<file path="src/rtl/seq_multiplier_n_if.sv">
// Bus bundle for the sequential shift-add multiplier.
//   master : drives start/signed_mode/data_a/data_b, observes the results
//   slave  : the multiplier itself
// Signals:
//   start         request, sampled on a rising clock edge
//   signed_mode   1 = two's-complement operands, 0 = unsigned
//   data_a/data_b multiplicand / multiplier (WIDTH bits)
//   busy          high while an operation is in flight
//   done_flag     one-cycle pulse when product_out is updated
//   product_out   registered 2*WIDTH-bit result
//   seven_segment status glyph, active-high, bit order gfedcba
interface seq_multiplier_n_if #(
    parameter int WIDTH = 8
);
    logic                   start;
    logic                   signed_mode;
    logic [WIDTH-1:0]       data_a;
    logic [WIDTH-1:0]       data_b;
    logic                   busy;
    logic                   done_flag;
    logic [2*WIDTH-1:0]     product_out;
    logic [6:0]             seven_segment;

    modport master (
        output start, signed_mode, data_a, data_b,
        input  busy, done_flag, product_out, seven_segment
    );

    modport slave (
        input  start, signed_mode, data_a, data_b,
        output busy, done_flag, product_out, seven_segment
    );
endinterface

</file>
<file path="src/rtl/seq_multiplier_n.sv">
// Sequential shift-add multiplier, WIDTH x WIDTH -> 2*WIDTH, consuming DIGIT
// multiplier bits per CALC cycle. Signed operation is done on magnitudes with
// the sign re-applied at completion. Fixed latency of N+2 cycles (N=WIDTH/DIGIT)
// regardless of operand values.
// Ports:
//   clk      rising-edge clock
//   reset_a  asynchronous active-high reset
//   bus      seq_multiplier_n_if slave modport (start, signed_mode, data_a,
//            data_b in; busy, done_flag, product_out, seven_segment out)
module seq_multiplier_n #(
    parameter int WIDTH = 8,
    parameter int DIGIT = 4
) (
    input  logic              clk,
    input  logic              reset_a,
    seq_multiplier_n_if.slave bus
);

    localparam int N     = WIDTH / DIGIT;
    localparam int PW    = 2 * WIDTH;
    // At least 4 bits so the low nibble can always feed the hex glyph.
    localparam int CNT_W = ($clog2(N) + 1 > 4) ? ($clog2(N) + 1) : 4;
    localparam logic [CNT_W-1:0] LAST = CNT_W'(N - 1);

    typedef enum logic [1:0] {
        S_IDLE = 2'd0,
        S_CALC = 2'd1,
        S_DONE = 2'd2
    } state_t;

    state_t             state_q,   state_d;
    logic [CNT_W-1:0]   count_q,   count_d;
    logic [PW-1:0]      mcand_q,   mcand_d;
    logic [WIDTH-1:0]   mplier_q,  mplier_d;
    logic [PW-1:0]      acc_q,     acc_d;
    logic               neg_q,     neg_d;
    logic [PW-1:0]      product_q, product_d;
    logic               done_q,    done_d;

    // |v| when signed, v otherwise; the most-negative value maps onto
    // 2^(WIDTH-1), which still fits as an unsigned WIDTH-bit magnitude.
    function automatic logic [WIDTH-1:0] magnitude(input logic [WIDTH-1:0] v,
                                                   input logic             sm);
        if (sm && v[WIDTH-1])
            magnitude = ~v + WIDTH'(1);
        else
            magnitude = v;
    endfunction

    function automatic logic [6:0] hex_glyph(input logic [3:0] nib);
        case (nib)
            4'h0: hex_glyph = 7'b0111111;
            4'h1: hex_glyph = 7'b0000110;
            4'h2: hex_glyph = 7'b1011011;
            4'h3: hex_glyph = 7'b1001111;
            4'h4: hex_glyph = 7'b1100110;
            4'h5: hex_glyph = 7'b1101101;
            4'h6: hex_glyph = 7'b1111101;
            4'h7: hex_glyph = 7'b0000111;
            4'h8: hex_glyph = 7'b1111111;
            4'h9: hex_glyph = 7'b1101111;
            4'hA: hex_glyph = 7'b1110111;
            4'hB: hex_glyph = 7'b1111100;
            4'hC: hex_glyph = 7'b0111001;
            4'hD: hex_glyph = 7'b1011110;
            4'hE: hex_glyph = 7'b1111001;
            default: hex_glyph = 7'b1110001;
        endcase
    endfunction

    always_ff @(posedge clk or posedge reset_a) begin
        if (reset_a) begin
            state_q   <= S_IDLE;
            count_q   <= '0;
            mcand_q   <= '0;
            mplier_q  <= '0;
            acc_q     <= '0;
            neg_q     <= 1'b0;
            product_q <= '0;
            done_q    <= 1'b0;
        end else begin
            state_q   <= state_d;
            count_q   <= count_d;
            mcand_q   <= mcand_d;
            mplier_q  <= mplier_d;
            acc_q     <= acc_d;
            neg_q     <= neg_d;
            product_q <= product_d;
            done_q    <= done_d;
        end
    end

    always_comb begin
        state_d   = state_q;
        count_d   = count_q;
        mcand_d   = mcand_q;
        mplier_d  = mplier_q;
        acc_d     = acc_q;
        neg_d     = neg_q;
        product_d = product_q;
        done_d    = 1'b0;

        case (state_q)
            S_IDLE: begin
                if (bus.start) begin
                    mcand_d  = PW'(magnitude(bus.data_a, bus.signed_mode));
                    mplier_d = magnitude(bus.data_b, bus.signed_mode);
                    neg_d    = bus.signed_mode &
                               (bus.data_a[WIDTH-1] ^ bus.data_b[WIDTH-1]);
                    acc_d    = '0;
                    count_d  = '0;
                    state_d  = S_CALC;
                end
            end
            S_CALC: begin
                // The multiplicand is pre-shifted and the multiplier shifted
                // down, so the current digit always sits in the low DIGIT bits.
                acc_d    = acc_q + mcand_q * PW'(mplier_q[DIGIT-1:0]);
                mcand_d  = mcand_q << DIGIT;
                mplier_d = mplier_q >> DIGIT;
                count_d  = count_q + CNT_W'(1);
                if (count_q == LAST)
                    state_d = S_DONE;
            end
            S_DONE: begin
                product_d = neg_q ? (~acc_q + PW'(1)) : acc_q;
                done_d    = 1'b1;
                state_d   = S_IDLE;
            end
            default: begin
                state_d = S_IDLE;
            end
        endcase
    end

    always_comb begin
        bus.seven_segment = 7'b0000000;
        case (state_q)
            S_CALC:  bus.seven_segment = hex_glyph(count_q[3:0]);
            S_DONE:  bus.seven_segment = 7'b1011110;
            default: bus.seven_segment = 7'b0000000;
        endcase
    end

    assign bus.busy        = (state_q != S_IDLE);
    assign bus.done_flag   = done_q;
    assign bus.product_out = product_q;

endmodule
</file>
<file path="src/flat_wrapper.sv">
// flat-port wrapper written by rule: the top's interface ports become plain ports
module seq_multiplier_n_flat 
#(
    parameter int WIDTH = 8,
    parameter int DIGIT = 4
)
  (clk, reset_a, bus_start, bus_signed_mode, bus_data_a, bus_data_b, bus_busy, bus_done_flag, bus_product_out, bus_seven_segment);
  seq_multiplier_n_if #(.WIDTH(WIDTH)) bus_i ();
  input  logic clk;
  input  logic reset_a;
  input wire logic [$bits(bus_i.start)-1:0] bus_start;
  input wire logic [$bits(bus_i.signed_mode)-1:0] bus_signed_mode;
  input wire logic [$bits(bus_i.data_a)-1:0] bus_data_a;
  input wire logic [$bits(bus_i.data_b)-1:0] bus_data_b;
  output wire logic [$bits(bus_i.busy)-1:0] bus_busy;
  output wire logic [$bits(bus_i.done_flag)-1:0] bus_done_flag;
  output wire logic [$bits(bus_i.product_out)-1:0] bus_product_out;
  output wire logic [$bits(bus_i.seven_segment)-1:0] bus_seven_segment;
  assign bus_i.start = bus_start;
  assign bus_i.signed_mode = bus_signed_mode;
  assign bus_i.data_a = bus_data_a;
  assign bus_i.data_b = bus_data_b;
  assign bus_busy = bus_i.busy;
  assign bus_done_flag = bus_i.done_flag;
  assign bus_product_out = bus_i.product_out;
  assign bus_seven_segment = bus_i.seven_segment;
  seq_multiplier_n #(.WIDTH(WIDTH), .DIGIT(DIGIT)) u_core (.clk(clk), .reset_a(reset_a), .bus(bus_i));
endmodule
</file>
<file path="config.mk">
export PLATFORM = sky130hd
export DESIGN_NAME = seq_multiplier_n_flat
export DESIGN_NICKNAME = d
export VERILOG_FILES = /design/src/rtl/seq_multiplier_n_if.sv /design/src/rtl/seq_multiplier_n.sv /design/src/flat_wrapper.sv
export SDC_FILE = /design/constraint.sdc
export NUM_CORES = 1
export LEC_CHECK = 0
export BUFFER_PORTS_ARGS = -buffer_cell sky130_fd_sc_hd__buf_2
export CORE_UTILIZATION = 55
export CTS_CLUSTER_DIAMETER = 150
export DETAILED_ROUTE_END_ITERATION = 10
export HOLD_SLACK_MARGIN = 0.1
export PLACE_DENSITY = 0.83
export SLEW_MARGIN = 20
export SYNTH_ARGS = -nofsm -noshare
export SYNTH_HDL_FRONTEND = slang
export SYNTH_SLANG_ARGS = --single-unit
</file>
<file path="constraint.sdc">
create_clock -name clk -period 9.4 [get_ports clk]
set_input_delay 1.41 -clock clk [delete_from_list [all_inputs] [get_ports clk]]
set_output_delay 1.41 -clock clk [all_outputs]
set_load 0.02 [all_outputs]
</file>
* Word level (Yosys, flattened, before mapping)
Memories as Yosys holds them, arrays and structs flattened.
Cells that the tools add are included.
** Cells by class
- Add/subtract/negate cells :: 5
- Multipliers :: 1
- Div/mod/pow operators :: 0
- $lt $le $gt $ge :: 0
- Equality and inequality tests :: 5
- Shifts and indexed selects :: 0
- Mux-type cells :: 16
- Bitwise gates (word level) :: 5
- Reductions and logical operators :: 8
** Operators with widths (count)
- 16-bit case mux with 2 select lines :: 2
- 16-bit 2-to-1 mux :: 3
- 8-bit 2-to-1 mux :: 3
- 16-bit by 1-bit adder with 16-bit output, second input constant :: 1
- 16-bit adder :: 1
- 8-bit by 1-bit adder with 8-bit output, second input constant :: 2
- 16-bit by 4-bit multiplier with 16-bit output :: 1
- 16-bit NOT :: 1
- 8-bit NOT :: 2
- 8-bit case mux with 2 select lines :: 1
- 7-bit case mux with 2 select lines :: 1
- 4-bit case mux with 2 select lines :: 1
- 2-bit AND reduction :: 3
- 4-bit by 1-bit adder with 4-bit output, second input constant :: 1
- 4-bit by 1-bit equality test with 1-bit output, second input constant :: 1
- 2-bit 2-to-1 mux :: 2
- 4-bit 2-to-1 mux :: 1
- 2-bit case mux with 2 select lines :: 1
- 2-bit nonzero test :: 2
- 2-bit by 1-bit equality test with 1-bit output, second input constant :: 1
- 2-bit equality test, second input constant :: 1
- 1-bit logical AND :: 2
- 2-bit zero test :: 1
- 2-bit by 1-bit inequality test with 1-bit output, second input constant :: 1
- other kinds (4) :: 4
** Storage, ports and cells
- Register bits :: 64
- Bits in latches :: 0
- Bits in writable memories :: 0
- Bits in read-only memories :: 112
- Logic and storage cells :: 49
- Memories kept :: 1
** Memory list
- (no name shown) :: words 16, width 7, read ports 1, clocked after memory_dff 0, wr ports 0, RTL line seq_multiplier_n.sv:51 : case (nib)

* Longest topological paths before layout
Gate-level depths: netlist (run 1).
- Depth in word-level cells :: 5
- Depth in mapped cells :: 15
- Depth with buffers taken out :: 14

* Least setup slack after synthesis (run 1)
Ideal clock, no wire load.
- Path kind :: register to register
- Start point :: register u_core.mplier_q[3]
- End point :: register u_core.acc_q[14]
- Library setup time :: 0.121 ns
- Data arrival time :: 3.701 ns
- Required time :: 9.279 ns
- Path slack :: 5.578 ns
- Stages on the path, launching flop included :: 16
- Buffers on the path :: 2
- Path through :: dfrtp_1 -> clkbuf_1 -> and2_1 -> fa_1 -> fa_1 -> inv_1 -> fa_1 -> inv_1 -> ha_1 -> buf_6 -> a21o_1 -> a31oi_2 -> o31ai_4 -> a21oi_2 -> o221ai_2 -> a22o_1
** Between the ends
- Longest elaborated chain between the ends :: 3
** RTL lines
- start, declared :: RTL line seq_multiplier_n.sv:34 : logic [WIDTH-1:0] mplier_q, mplier_d;
- start signal, assigned :: RTL line seq_multiplier_n.sv:85 : mplier_q <= mplier_d;
- 16-bit by 4-bit multiplier with 16-bit output :: RTL line seq_multiplier_n.sv:118 : acc_d = acc_q + mcand_q * PW'(mplier_q[DIGIT-1:0]);
- 16-bit adder :: RTL line seq_multiplier_n.sv:118
- 16-bit case mux with 2 select lines :: RTL line seq_multiplier_n.sv:103 : case (state_q)
- end signal, assigned :: RTL line seq_multiplier_n.sv:77 : acc_q <= '0;
- end signal, assigned :: RTL line seq_multiplier_n.sv:86 : acc_q <= acc_d;
- end, declared :: RTL line seq_multiplier_n.sv:35 : logic [PW-1:0] acc_q, acc_d;
No other way between the ends.
A chain may end at the register's enable or synchronous reset.

* Final worst setup path (run 1)
- Start point :: register u_core.mplier_q[1]
- End point :: register u_core.acc_q[15]
The elaborated chain is that of the path after synthesis.

==> PnR_summary.wiki, run 1 <==
{| class="wikitable"
! Metric !! Value
|-
| Maximum level of the CTS H-tree || 3
|-
| Setup clock skew after layout || 0.00974 ns
|-
| Largest net degree at the start of global routing || 65
|-
| Core region area || 0.00977 mm^2
|-
| Clock tree from TritonCTS || built
|-
| Global router's overall resource usage || 23.2%
|-
| Die footprint || 0.0105 mm^2
|-
| Hold Path Stages || 1
|-
| Crit-path max FO || 16
|-
| Aggregate global routing overflow || 0
|-
| Vias per cell || 5.33
|-
| Maximum resistive drop on vdd || 0.243 mV
|-
| Status || finished clean
|-
| Diodes inserted || 0
|-
| Utilization of the core after routing || 61.7%
|-
| Most frequent cells in the layout || inv_1 (86), dfrtp_1 (64), nand2_1 (56)
|-
| Port-buffer cells || 44
|-
| Worst hold path class || reg2reg
|-
| Chip width || 102 um
|-
| Syn_nets || 715
|-
| Synth Warn # || 0
|-
| Average wire per standard cell || 13.7 um
|-
| Ratio of final minimum period to clock period || 43.1%
|-
| Static leakage || 0.00288 uW
|-
| Async set or reset register ratio after synthesis || 100%
|-
| Overall power after layout || 2100 uW
|-
| Timing-limited maximum frequency || 0.247 GHz
|-
| Category of the worst setup path capture point || flop
|-
| R2r endpoint || u_core.acc_q[15]$_DFFE_PP0P_
|-
| Total of max-cap violations || 0
|-
| Via count of the first global-routing pass || 4160
|-
| HPWL after detailed placement || 8.35 mm
|-
| Count of vias placed by the detailed router || 4249
|-
| Unrepaired setup endpoints after global routing || false
|-
| Commonest register cell after synthesis || dfrtp_1
|-
| Summed instance area of the synthesized netlist || 0.00553 mm^2
|-
| WHS Endpoint || u_core.mplier_q[7]$_DFFE_PP0P_
|-
| Worst endpoint required time || 9.62 ns
|-
| Synth top area share || 29.0%
|-
| Final-report hold violation count || 0
|-
| Die Y || 102 um
|-
| Critical setup path kind || reg2reg
|-
| Cell Count, Final, Fillers Out || 797
|-
| Number of cells on the worst reg-to-reg path || 13
|-
| Fraction of final layout cells sized beyond drive strength 1 || 12.2%
|-
| I/O pin count || 45
|-
| Clock root buffer || clkbuf_8
|-
| Initial antenna violation count || 0
|-
| Tightest Pin Transition || 0.797 ns
|-
| Power per cell area || 349 mW/mm^2
|-
| Global-route wire length before repair || 18.8 mm
|-
| Starting density of the core || 56.6%
|-
| Endpoint arrival time on the critical path || 4.27 ns
|-
| Number of buffers created by CTS || 9
|-
| Leading cell types by total area after synthesis || dfrtp_1 (29%), fa_1 (14%), ha_1 (6.8%), inv_1 (5.9%), and2_1 (5.8%)
|-
| Iter 0 DRT Violations || 123
|-
| Post-synth EDFFs || 0
|-
| Mean cell area of the mapped netlist || 8.82 um^2
|-
| DRC || 0
|-
| Final weighted congestion in routability-driven placement || 0.937
|-
| Reg-to-reg critical path startpoint || u_core.mplier_q[1]$_DFFE_PP0P_
|-
| Synthesis-to-finish area growth || 9.10%
|-
| Clock sink count || 64
|-
| Final critical path time including I/O delays and setup || 4.05 ns
|-
| Cells after synthesis || 627
|-
| TNS Setup || 0 ns
|-
| Area leader, netlist || dfrtp_1
|-
| Number of standard-cell rows in the floorplan || 36
|-
| Setup violation total in the final timing report || 0
|-
| Yosys cell types || 52
|-
| Detail Route Antenna Nets || 0
|-
| Post-CTS Setup Inserts || 0
|-
| Count of TritonRoute iterations in the first routing pass || 5
|-
| Hold path startpoint || u_core.mplier_q[7]$_DFFE_PP0P_
|-
| Max clock buf depth || 2
|-
| Number of cells in the design after placement || 782
|-
| Minimum hold slack || 0.498 ns
|-
| Clock-pin slew on the worst setup and hold paths || 0.07 ns
|-
| Flip-flop and latch count after synthesis || 64
|-
| Count of nets after finishing || 748
|-
| Commonest non-fill, non-tap cell in the layout || inv_1
|-
| Setup crit start kind || flop
|-
| Relative slew slack || 46.9%
|-
| Final wirelength || 10.9 mm
|-
| Number of hold buffers added after cts || 0
|-
| Minimum setup slack among reg-to-reg paths || 5.35 ns
|-
| Count of instances resized after the clock tree is built || 0
|-
| Sequential-to-total area share from yosys stat || 29.0%
|-
| Max-slew violation count || 0
|-
| Clock network latency to the later pin of the worst-skew pair || 0.35 ns
|}
[metal layers]
metal | routed length (um) | global-route usage (%)
met3 | 456 | 3.21
met4 | 136 | 7.91
met5 | 0 | 0
met2 | 5300 | 40.4
met1 | 5010 | 29.7
[stage by stage]
step                area (um^2)  setup WS [ns]
CTS                        6030           5.36
global route               6030           5.09
global placement           5850           5.51
detailed placement         5850           5.38
finish                     6030           5.35
floorplan                  5530           5.58
[final cells by class]
cell class	count	area, um^2
multi-input combinational	451	3510
timing repair buffer	47	243
inverter	87	327
tap	133	166
clock inverter	4	45.0
sequential	64	1600
clock buffer	11	141
fill	838	3740
[critical path: stages (launching register included)]
cell	delay [ns]
dfrtp_1	0.53
and2_1	0.24
fa_1	0.46
fa_1	0.54
inv_1	0.05
fa_1	0.49
inv_1	0.04
ha_1	0.39
a21o_1	0.22
a21o_1	0.19
nor4_1	0.36
a22oi_1	0.18
xnor2_1	0.15
o21ai_1	0.07
[registers in the layout, summed over array words and instances, names as in the netlist]
register	cells
u_core.bus.done_flag	1
u_core.mplier_q	8
u_core.acc_q	16
u_core.state_q	2
u_core.mcand_q	16
u_core.neg_q	1
u_core.count_q	4
u_core.bus.product_out	16
[cell usage after synthesis (6+ instances only)]
cell      number
a21oi_1       45
o31ai_1        7
nor3_1         6
ha_1          30
nor2_1        41
xor2_1         9
o21ai_1       27
a22o_1        20
fa_1          38
xnor2_1       29
and2_1        51
nand2_1       56
dfrtp_1       64
clkbuf_1      22
o21ai_0       19
inv_1         87
nand2b_1       6
[cell families after synthesis]
group	Yosys count	share of synthesized area, %
AO/OA/AOI/OAI	153	18.5
AND/OR/NAND/NOR	188	17.4
flip-flops	64	29.0
adder cells (fa/ha/maj)	68	20.5
buffers and inverters	112	7.78
multiplexers	4	0.769
XOR/XNOR	38	6.02
[worst max path at each step]
stage,from,endpoint,slack (ns)
after global placement,u_core.mplier_q[1]$_DFFE_PP0P_,u_core.acc_q[15]$_DFFE_PP0P_,5.51
after global routing,u_core.mplier_q[1]$_DFFE_PP0P_,u_core.acc_q[13]$_DFFE_PP0P_,5.09
after detailed placement,u_core.mplier_q[1]$_DFFE_PP0P_,u_core.acc_q[15]$_DFFE_PP0P_,5.38
after CTS,u_core.mplier_q[3]$_DFFE_PP0P_,u_core.acc_q[15]$_DFFE_PP0P_,5.36
final,u_core.mplier_q[1]$_DFFE_PP0P_,u_core.acc_q[15]$_DFFE_PP0P_,5.35
after floorplan,u_core.mplier_q[3]$_DFFE_PP0P_,u_core.acc_q[14]$_DFFE_PP0P_,5.58
[power breakdown]
part | internal, uW | switching, uW
logic | 548 | 791
clock network | 127 | 103
registers | 393 | 143
Note: power is estimated with default switching activity, not from simulation.
==> run 2, diff against run 1 <==
Clock period 9.4 ns to 4.2 ns, I/O delays scaled along.
==> run 2 against run 1 <==
Via count grew 1.7%. Die area unchanged. Clock skew shrank 0.0045 ns. Cell count fell by 0.13%. Final area is essentially flat. Utilization is essentially flat. First-iteration DRC count is 29% higher. Power is 120% higher. Setup slack lost 5.1 ns. Highest routed layer unchanged.
==> PnR_summary.wiki, run 2 (synthesis results as in run 1) <==
{| class="wikitable"
! Metric !! Value
|-
| Unrepaired setup endpoints after global routing || false (unchanged)
|-
| Number of cells in the design after placement || 782 (unchanged)
|-
| Clock network latency to the later pin of the worst-skew pair || 0.34 ns (was 0.35 ns)
|-
| Net switching component of the power || 2320 uW (was 1040 uW)
|-
| Count of nets after finishing || 748 (unchanged)
|-
| Synthesis-to-finish area growth || 9.05% (was 9.10%)
|-
| CP most frequent cell || fa_1 (unchanged)
|-
| Part of the power in registers || 25.8% (was 25.5%)
|-
| Number of hold buffers added after cts || 0 (unchanged)
|-
| Layout filler cell count || 837 (was 838)
|-
| Minimum setup slack among reg-to-reg paths || 0.30 ns (was 5.35 ns)
|-
| TNS Setup || 0 ns (unchanged)
|-
| Clock-pin slew on the worst setup and hold paths || 0.07 ns (about the same)
|-
| Power per cell area || 778 mW/mm^2 (was 349 mW/mm^2)
|-
| Vias per cell || 5.43 (was 5.33)
|-
| Fraction of final layout cells sized beyond drive strength 1 || 12.8% (was 12.2%)
|-
| Timing-limited maximum frequency || 0.256 GHz (was 0.247 GHz)
|-
| Setup crit start kind || flop (unchanged)
|-
| Global router's overall resource usage || 23.8% (was 23.2%)
|-
| Final weighted congestion in routability-driven placement || 0.946 (was 0.937)
|-
| Die footprint || 0.0105 mm^2 (unchanged)
|-
| Clock sink count || 64 (unchanged)
|-
| Status || finished clean (unchanged)
|-
| Area of all placed cells without fillers || 0.00603 mm^2 (about the same)
|-
| Average wire per standard cell || 13.9 um (was 13.7 um)
|-
| Most frequent cells in the layout || inv_1 (86), dfrtp_1 (61), nand2_1 (56) (was inv_1 (86), dfrtp_1 (64), nand2_1 (56))
|-
| Number of standard-cell rows in the floorplan || 36 (unchanged)
|-
| Initial antenna violation count || 0 (unchanged)
|-
| Worst endpoint required time || 4.43 ns (was 9.62 ns)
|-
| Via count of the first global-routing pass || 4255 (was 4160)
|-
| CP max stage delay || 0.54 ns (about the same)
|-
| Final wirelength || 11.0 mm (was 10.9 mm)
|-
| Max-slew violation count || 0 (unchanged)
|-
| Switching part of the total || 49.3% (about the same)
|-
| Tightest Pin Transition || 0.928 ns (was 0.797 ns)
|-
| Commonest non-fill, non-tap cell in the layout || inv_1 (unchanged)
|-
| Port-buffer cells || 44 (unchanged)
|-
| Combinational group share of total power || 63.6% (about the same)
|-
| HPWL after detailed placement || 8.57 mm (was 8.35 mm)
|-
| Maximum resistive drop on vdd || 0.334 mV (was 0.243 mV)
|-
| Clock power frac || 10.6% (was 10.9%)
|-
| Total of max-cap violations || 0 (unchanged)
|-
| Critical setup path kind || reg2reg (unchanged)
|-
| Largest net degree at the start of global routing || 46 (was 65)
|-
| Cell-internal power || 2380 uW (was 1070 uW)
|-
| Instance area after placement || 0.00585 mm^2 (unchanged)
|-
| Global-route wire length before repair || 19.5 mm (was 18.8 mm)
|-
| Final critical path time including I/O delays and setup || 3.90 ns (was 4.05 ns)
|-
| Diodes inserted || 0 (unchanged)
|-
| Clock tree from TritonCTS || built (unchanged)
|-
| Clock root buffer || clkbuf_8 (unchanged)
|-
| Count of vias placed by the detailed router || 4323 (was 4249)
|-
| Final-report hold violation count || 0 (unchanged)
|-
| Die Y || 102 um (unchanged)
|-
| Chip width || 102 um (unchanged)
|-
| Detail Route Antenna Nets || 0 (unchanged)
|-
| Maximum level of the CTS H-tree || 3 (unchanged)
|-
| Endpoint arrival time on the critical path || 4.13 ns (was 4.27 ns)
|-
| Post-CTS Setup Inserts || 0 (unchanged)
|-
| Ratio of final minimum period to clock period || 92.9% (was 43.1%)
|-
| Aggregate global routing overflow || 0 (unchanged)
|-
| Cell Count, Final, Fillers Out || 796 (was 797)
|-
| Max clock buf depth || 2 (unchanged)
|-
| Crit-path max FO || 14 (was 16)
|-
| DRC || 0 (unchanged)
|-
| Starting density of the core || 56.6% (unchanged)
|-
| Setup clock skew after layout || 0.00523 ns (was 0.00974 ns)
|-
| Cell chain of the critical path || and2_1 > fa_1 > fa_1 > inv_1 > fa_1 > inv_1 > ha_1 > o21ai_1 > a21oi_1 > o21ai_1 > a211oi_1 > or3_1 > a32o_1 (was and2_1 > fa_1 > fa_1 > inv_1 > fa_1 > inv_1 > ha_1 > a21o_1 > a21o_1 > nor4_1 > a22oi_1 > xnor2_1 > o21ai_1)
|-
| I/O pin count || 45 (unchanged)
|-
| Category of the worst setup path capture point || flop (unchanged)
|-
| Static leakage || 0.00288 uW (about the same)
|-
| Number of buffers created by CTS || 9 (unchanged)
|-
| Relative slew slack || 38.0% (was 46.9%)
|-
| Max stage delay cell, worst path || fa_1 (unchanged)
|-
| Core region area || 0.00977 mm^2 (unchanged)
|-
| Worst hold path class || in2async (was reg2reg)
|-
| Iter 0 DRT Violations || 159 (was 123)
|-
| Count of TritonRoute iterations in the first routing pass || 4 (was 5)
|-
| Setup violation total in the final timing report || 0 (unchanged)
|}
-- run 2: metal layers --
metal	part of all wire [%]	GRT usage, %	vias up	wire length [um]
li1	-	-	2127	-
met1	46	30.9	2077	5020
met2	49	40.6	103	5360
met3	4.3	3.56	16	477
met4	1.6	8.35	0	176
met5	0	0	-	0
-- run 2: what timing repair did --
action,4_1_cts,5_1_grt
gates resized for setup,0,4
setup endpoints to repair,0,3
hold endpoints to repair,0,0
-- run 2: worst paths after layout --
check                                                     from                                     to  cells past startpoint
worst max-delay path            u_core.mplier_q[3]$_DFFE_PP0P_            u_core.acc_q[9]$_DFFE_PP0P_                     13
worst min-delay path                                   reset_a  u_core.bus.product_out[1]$_DFFE_PP0P_                      2
worst max register to register  u_core.mplier_q[3]$_DFFE_PP0P_            u_core.acc_q[9]$_DFFE_PP0P_                     13
worst min register to register    u_core.acc_q[14]$_DFFE_PP0P_           u_core.acc_q[14]$_DFFE_PP0P_                      1
max in group asynchronous                              reset_a            u_core.acc_q[7]$_DFFE_PP0P_                      3
min in group clk                  u_core.acc_q[14]$_DFFE_PP0P_           u_core.acc_q[14]$_DFFE_PP0P_                      1
-- run 2: stage by stage --
step | utilization, % | setup slack (ns) | hold WS (ns) | total power (uW)
3_3_place_gp | 59.8 | 0.300 | 0.481 | 4060
6_report | 61.7 | 0.300 | 0.489 | 4690
2_1_floorplan | - | 0.378 | 0.466 | 3570
5_1_grt | 61.7 | 0.0634 | 0.525 | 5200
4_1_cts | 61.6 | 0.194 | 0.511 | 4700
3_5_place_dp | 59.8 | 0.203 | 0.495 | 4190
-- run 2: critical path, delay by kind of cell (launching register included) --
kind / cells / cell delay [ns]
adder cells (fa/ha/maj): 4 / 1.87
AO/OA/AOI/OAI: 5 / 0.83
AND/OR/NAND/NOR: 2 / 0.50
flip-flops: 1 / 0.48
buffers and inverters: 2 / 0.09
-- run 2: final cells by class --
cell class              instances  area [um^2]  area share, %
multi-input cells             451         3520           58.3
flip-flops and latches         64         1610           26.6
inverters                      87          327           5.41
repair buffers                 47          243           4.02
well taps                     133          166           2.76
clock buffers                   9          124           2.05
clock inverters                 5         50.0          0.830
-- run 2: power by group through the flow --
stage | registers (uW) | logic [uW] | clock network [uW]
global placement | 1190 | 2870 | 0
detailed placement | 1210 | 2980 | 0
floorplan | 1180 | 2400 | 0
finish | 1210 | 2990 | 498
global route | 1260 | 3400 | 536
CTS | 1200 | 2990 | 506
==> run 3, diff against run 2 <==
Settings changed: PLACE_DENSITY 0.83 to 0.86.
Clock period 4.2 ns to 3.3 ns, I/O delays scaled along.
==> run 3 against run 2 <==
The flow now finishes with violations (setup timing). Worst hold slack got worse by 0.19 ns. Sequential cell count unchanged. Power increased by 74%. Clock skew increased by 0.0099 ns. First-iteration DRC count increased by 38%. Die area unchanged. Final area increased by 15%. Setup slack got worse by 0.87 ns. Global-route usage increased by 5.1 points. Register-to-register slack got worse by 0.87 ns. Clock power increased by 86%. Critical endpoint is now u_core.acc_q[10]$_DFFE_PP0P_. Highest routed layer unchanged.
==> PnR_summary.wiki, run 3 (synthesis results as in run 1) <==
{| class="wikitable"
! Metric !! Value
|-
| Status || finished, violations left (was finished clean)
|-
| Violated checks || setup timing
|-
| Critical setup path kind || reg2reg (unchanged)
|-
| Worst endpoint required time || 3.51 ns (was 4.43 ns)
|-
| Iter 0 DRT Violations || 220 (was 159)
|-
| Clock root buffer || clkbuf_8 (unchanged)
|-
| Synthesis-to-finish area growth || 25.6% (was 9.05%)
|-
| Fraction of final layout cells sized beyond drive strength 1 || 29.1% (was 12.8%)
|-
| Detail Route Antenna Nets || 0 (unchanged)
|-
| Buffers plus inverters on the worst setup path || 4 (was 2)
|-
| Category of the worst setup path capture point || flop (unchanged)
|-
| Final-report hold violation count || 0 (unchanged)
|-
| Worst hold path class || in2async (unchanged)
|-
| Max stage delay cell, worst path || fa_1 (unchanged)
|-
| Ratio of final minimum period to clock period || 117% (was 92.9%)
|-
| Setup violation total in the final timing report || 10 (was 0)
|-
| Aggregate global routing overflow || 0 (unchanged)
|-
| HPWL after detailed placement || 9.94 mm (was 8.57 mm)
|-
| Power per cell area || 1180 mW/mm^2 (was 778 mW/mm^2)
|-
| Tightest Pin Transition || 0.881 ns (was 0.928 ns)
|-
| Die footprint || 0.0105 mm^2 (unchanged)
|-
| Maximum resistive drop on vdd || 0.665 mV (was 0.334 mV)
|-
| Max-slew violation count || 0 (unchanged)
|-
| Minimum setup slack among reg-to-reg paths || -0.57 ns (was 0.30 ns)
|-
| Via count of the first global-routing pass || 4852 (was 4255)
|-
| Utilization of the core after routing || 71.1% (was 61.7%)
|-
| Largest delay contributor family on the critical path || adder cells (unchanged)
|-
| Number of hold buffers added after cts || 0 (unchanged)
|-
| Die Y || 102 um (unchanged)
|-
| Diodes inserted || 0 (unchanged)
|-
| CP max stage delay || 0.53 ns (was 0.54 ns)
|-
| Clock-pin slew on the worst setup and hold paths || 0.08 ns (was 0.07 ns)
|-
| Count of TritonRoute iterations in the first routing pass || 5 (was 4)
|-
| Final weighted congestion in routability-driven placement || 0.921 (was 0.946)
|-
| Largest net degree at the start of global routing || 41 (was 46)
|-
| Endpoint arrival time on the critical path || 4.08 ns (was 4.13 ns)
|-
| DRC || 0 (unchanged)
|-
| I/O pin count || 45 (unchanged)
|-
| Number of cells in the design after placement || 827 (was 782)
|-
| Static leakage || 0.00329 uW (was 0.00288 uW)
|-
| Port-buffer cells || 44 (unchanged)
|-
| Average wire per standard cell || 17.0 um (was 13.9 um)
|-
| Vias per cell || 5.62 (was 5.43)
|-
| Global router's overall resource usage || 28.9% (was 23.8%)
|-
| Clock sink count || 64 (unchanged)
|-
| Starting density of the core || 56.6% (unchanged)
|-
| Setup clock skew after layout || 0.0151 ns (was 0.00523 ns)
|-
| Area of all placed cells without fillers || 0.00695 mm^2 (was 0.00603 mm^2)
|-
| Crit-path max FO || 6 (was 14)
|-
| Final wirelength || 14.7 mm (was 11.0 mm)
|-
| Global-route wire length before repair || 22.9 mm (was 19.5 mm)
|-
| Timing-limited maximum frequency || 0.258 GHz (was 0.256 GHz)
|-
| Unrepaired setup endpoints after global routing || true (was false)
|-
| Initial antenna violation count || 0 (unchanged)
|-
| Instance area after placement || 0.00628 mm^2 (was 0.00585 mm^2)
|-
| Maximum level of the CTS H-tree || 3 (unchanged)
|-
| Clock tree from TritonCTS || built (unchanged)
|-
| TNS Setup || -3.95 ns (was 0 ns)
|-
| Most frequent cells in the layout || inv_1 (74), dfrtp_1 (61), buf_4 (60) (was inv_1 (86), dfrtp_1 (61), nand2_1 (56))
|-
| Clock network latency to the later pin of the worst-skew pair || 0.37 ns (was 0.34 ns)
|-
| Count of nets after finishing || 815 (was 748)
|-
| Smallest setup slack after layout || -0.571 ns (was 0.300 ns)
|-
| Final critical path time including I/O delays and setup || 3.87 ns (was 3.90 ns)
|-
| Worst setup slack after placement || -0.508 ns (was 0.203 ns)
|-
| Chip width || 102 um (unchanged)
|-
| Setup crit start kind || flop (unchanged)
|-
| Number of standard-cell rows in the floorplan || 36 (unchanged)
|-
| Core region area || 0.00977 mm^2 (unchanged)
|-
| Total of max-cap violations || 0 (unchanged)
|-
| Commonest non-fill, non-tap cell in the layout || inv_1 (unchanged)
|-
| Cell chain of the critical path || buf_6 > and2_4 > fa_2 > fa_1 > inv_1 > fa_1 > inv_2 > ha_4 > o21a_1 > buf_4 > o21ai_2 > o21ai_1 > a21oi_1 > xor2_1 > o21ai_1 (was and2_1 > fa_1 > fa_1 > inv_1 > fa_1 > inv_1 > ha_1 > o21ai_1 > a21oi_1 > o21ai_1 > a211oi_1 > or3_1 > a32o_1)
|-
| Cell Count, Final, Fillers Out || 865 (was 796)
|-
| Relative slew slack || 41.2% (was 38.0%)
|-
| Max clock buf depth || 2 (unchanged)
|-
| Count of vias placed by the detailed router || 4858 (was 4323)
|-
| Number of buffers created by CTS || 9 (unchanged)
|}
[run 3: cell count changes in the layout (fill, tap and decap cells not counted), sizes merged]
cell    change
clkinv      -2
clkbuf      +1
buf        +67
bufinv      +3
[run 3: power by group]
part	internal (uW)	total, uW	switching, uW
Combinational	2650	5740	3090
Sequential	1120	1500	379
Clock	596	926	329
Total	4370	8170	3800
[run 3: cell type report]
type                            count  area [um^2]
Clock buffer                       10          138
Timing Repair Buffer              114          783
Inverter                           87          327
Multi-Input combinational cell    451         3800
Sequential cell                    64         1610
Tap cell                          133          166
Fill cell                         677         2830
Clock inverter                      6          130
[run 3: worst paths after layout]
| kind | startpoint | to | depth (start not counted) |
|---|---|---|---|
| worst max-delay path | u_core.mplier_q[2]$_DFFE_PP0P_ | u_core.acc_q[10]$_DFFE_PP0P_ | 15 |
| worst min register to register | u_core.bus.product_out[0]$_DFFE_PP0P_ | u_core.bus.product_out[0]$_DFFE_PP0P_ | 1 |
| min in group clk | bus_data_a[0] | u_core.mcand_q[0]$_DFFE_PP0P_ | 2 |
| worst min-delay path | reset_a | u_core.bus.product_out[3]$_DFFE_PP0P_ | 2 |
| max in group asynchronous | reset_a | u_core.mplier_q[3]$_DFFE_PP0P_ | 3 |
| worst max register to register | u_core.mplier_q[2]$_DFFE_PP0P_ | u_core.acc_q[10]$_DFFE_PP0P_ | 15 |
[run 3: metal layers]
layer  global-route usage (%)  vias up  wire length [um]
li1                         -     2263                 -
met1                     32.4     2362              5820
met2                     53.5      190              7730
met3                     3.90       43               638
met4                     14.3        0               499
met5                        0        -                 0
[run 3: per-stage QoR]
step	power, uW	hold WS (ns)
final	8170	0.301
after global routing	8730	0.368
after CTS	7650	0.342
after floorplan	4800	0.466
after global placement	5840	0.479
after detailed placement	6110	0.491
[run 3: repair_timing]
| item | 4_1_cts | 5_1_grt |
|---|---|---|
| gates resized for setup | 50 | 16 |
| buffers inserted | 15 | 7 |
| hold endpoints to repair | 0 | 0 |
| endpoints found under the setup margin | 11 | 12 |
| pin swaps | 37 | 30 |
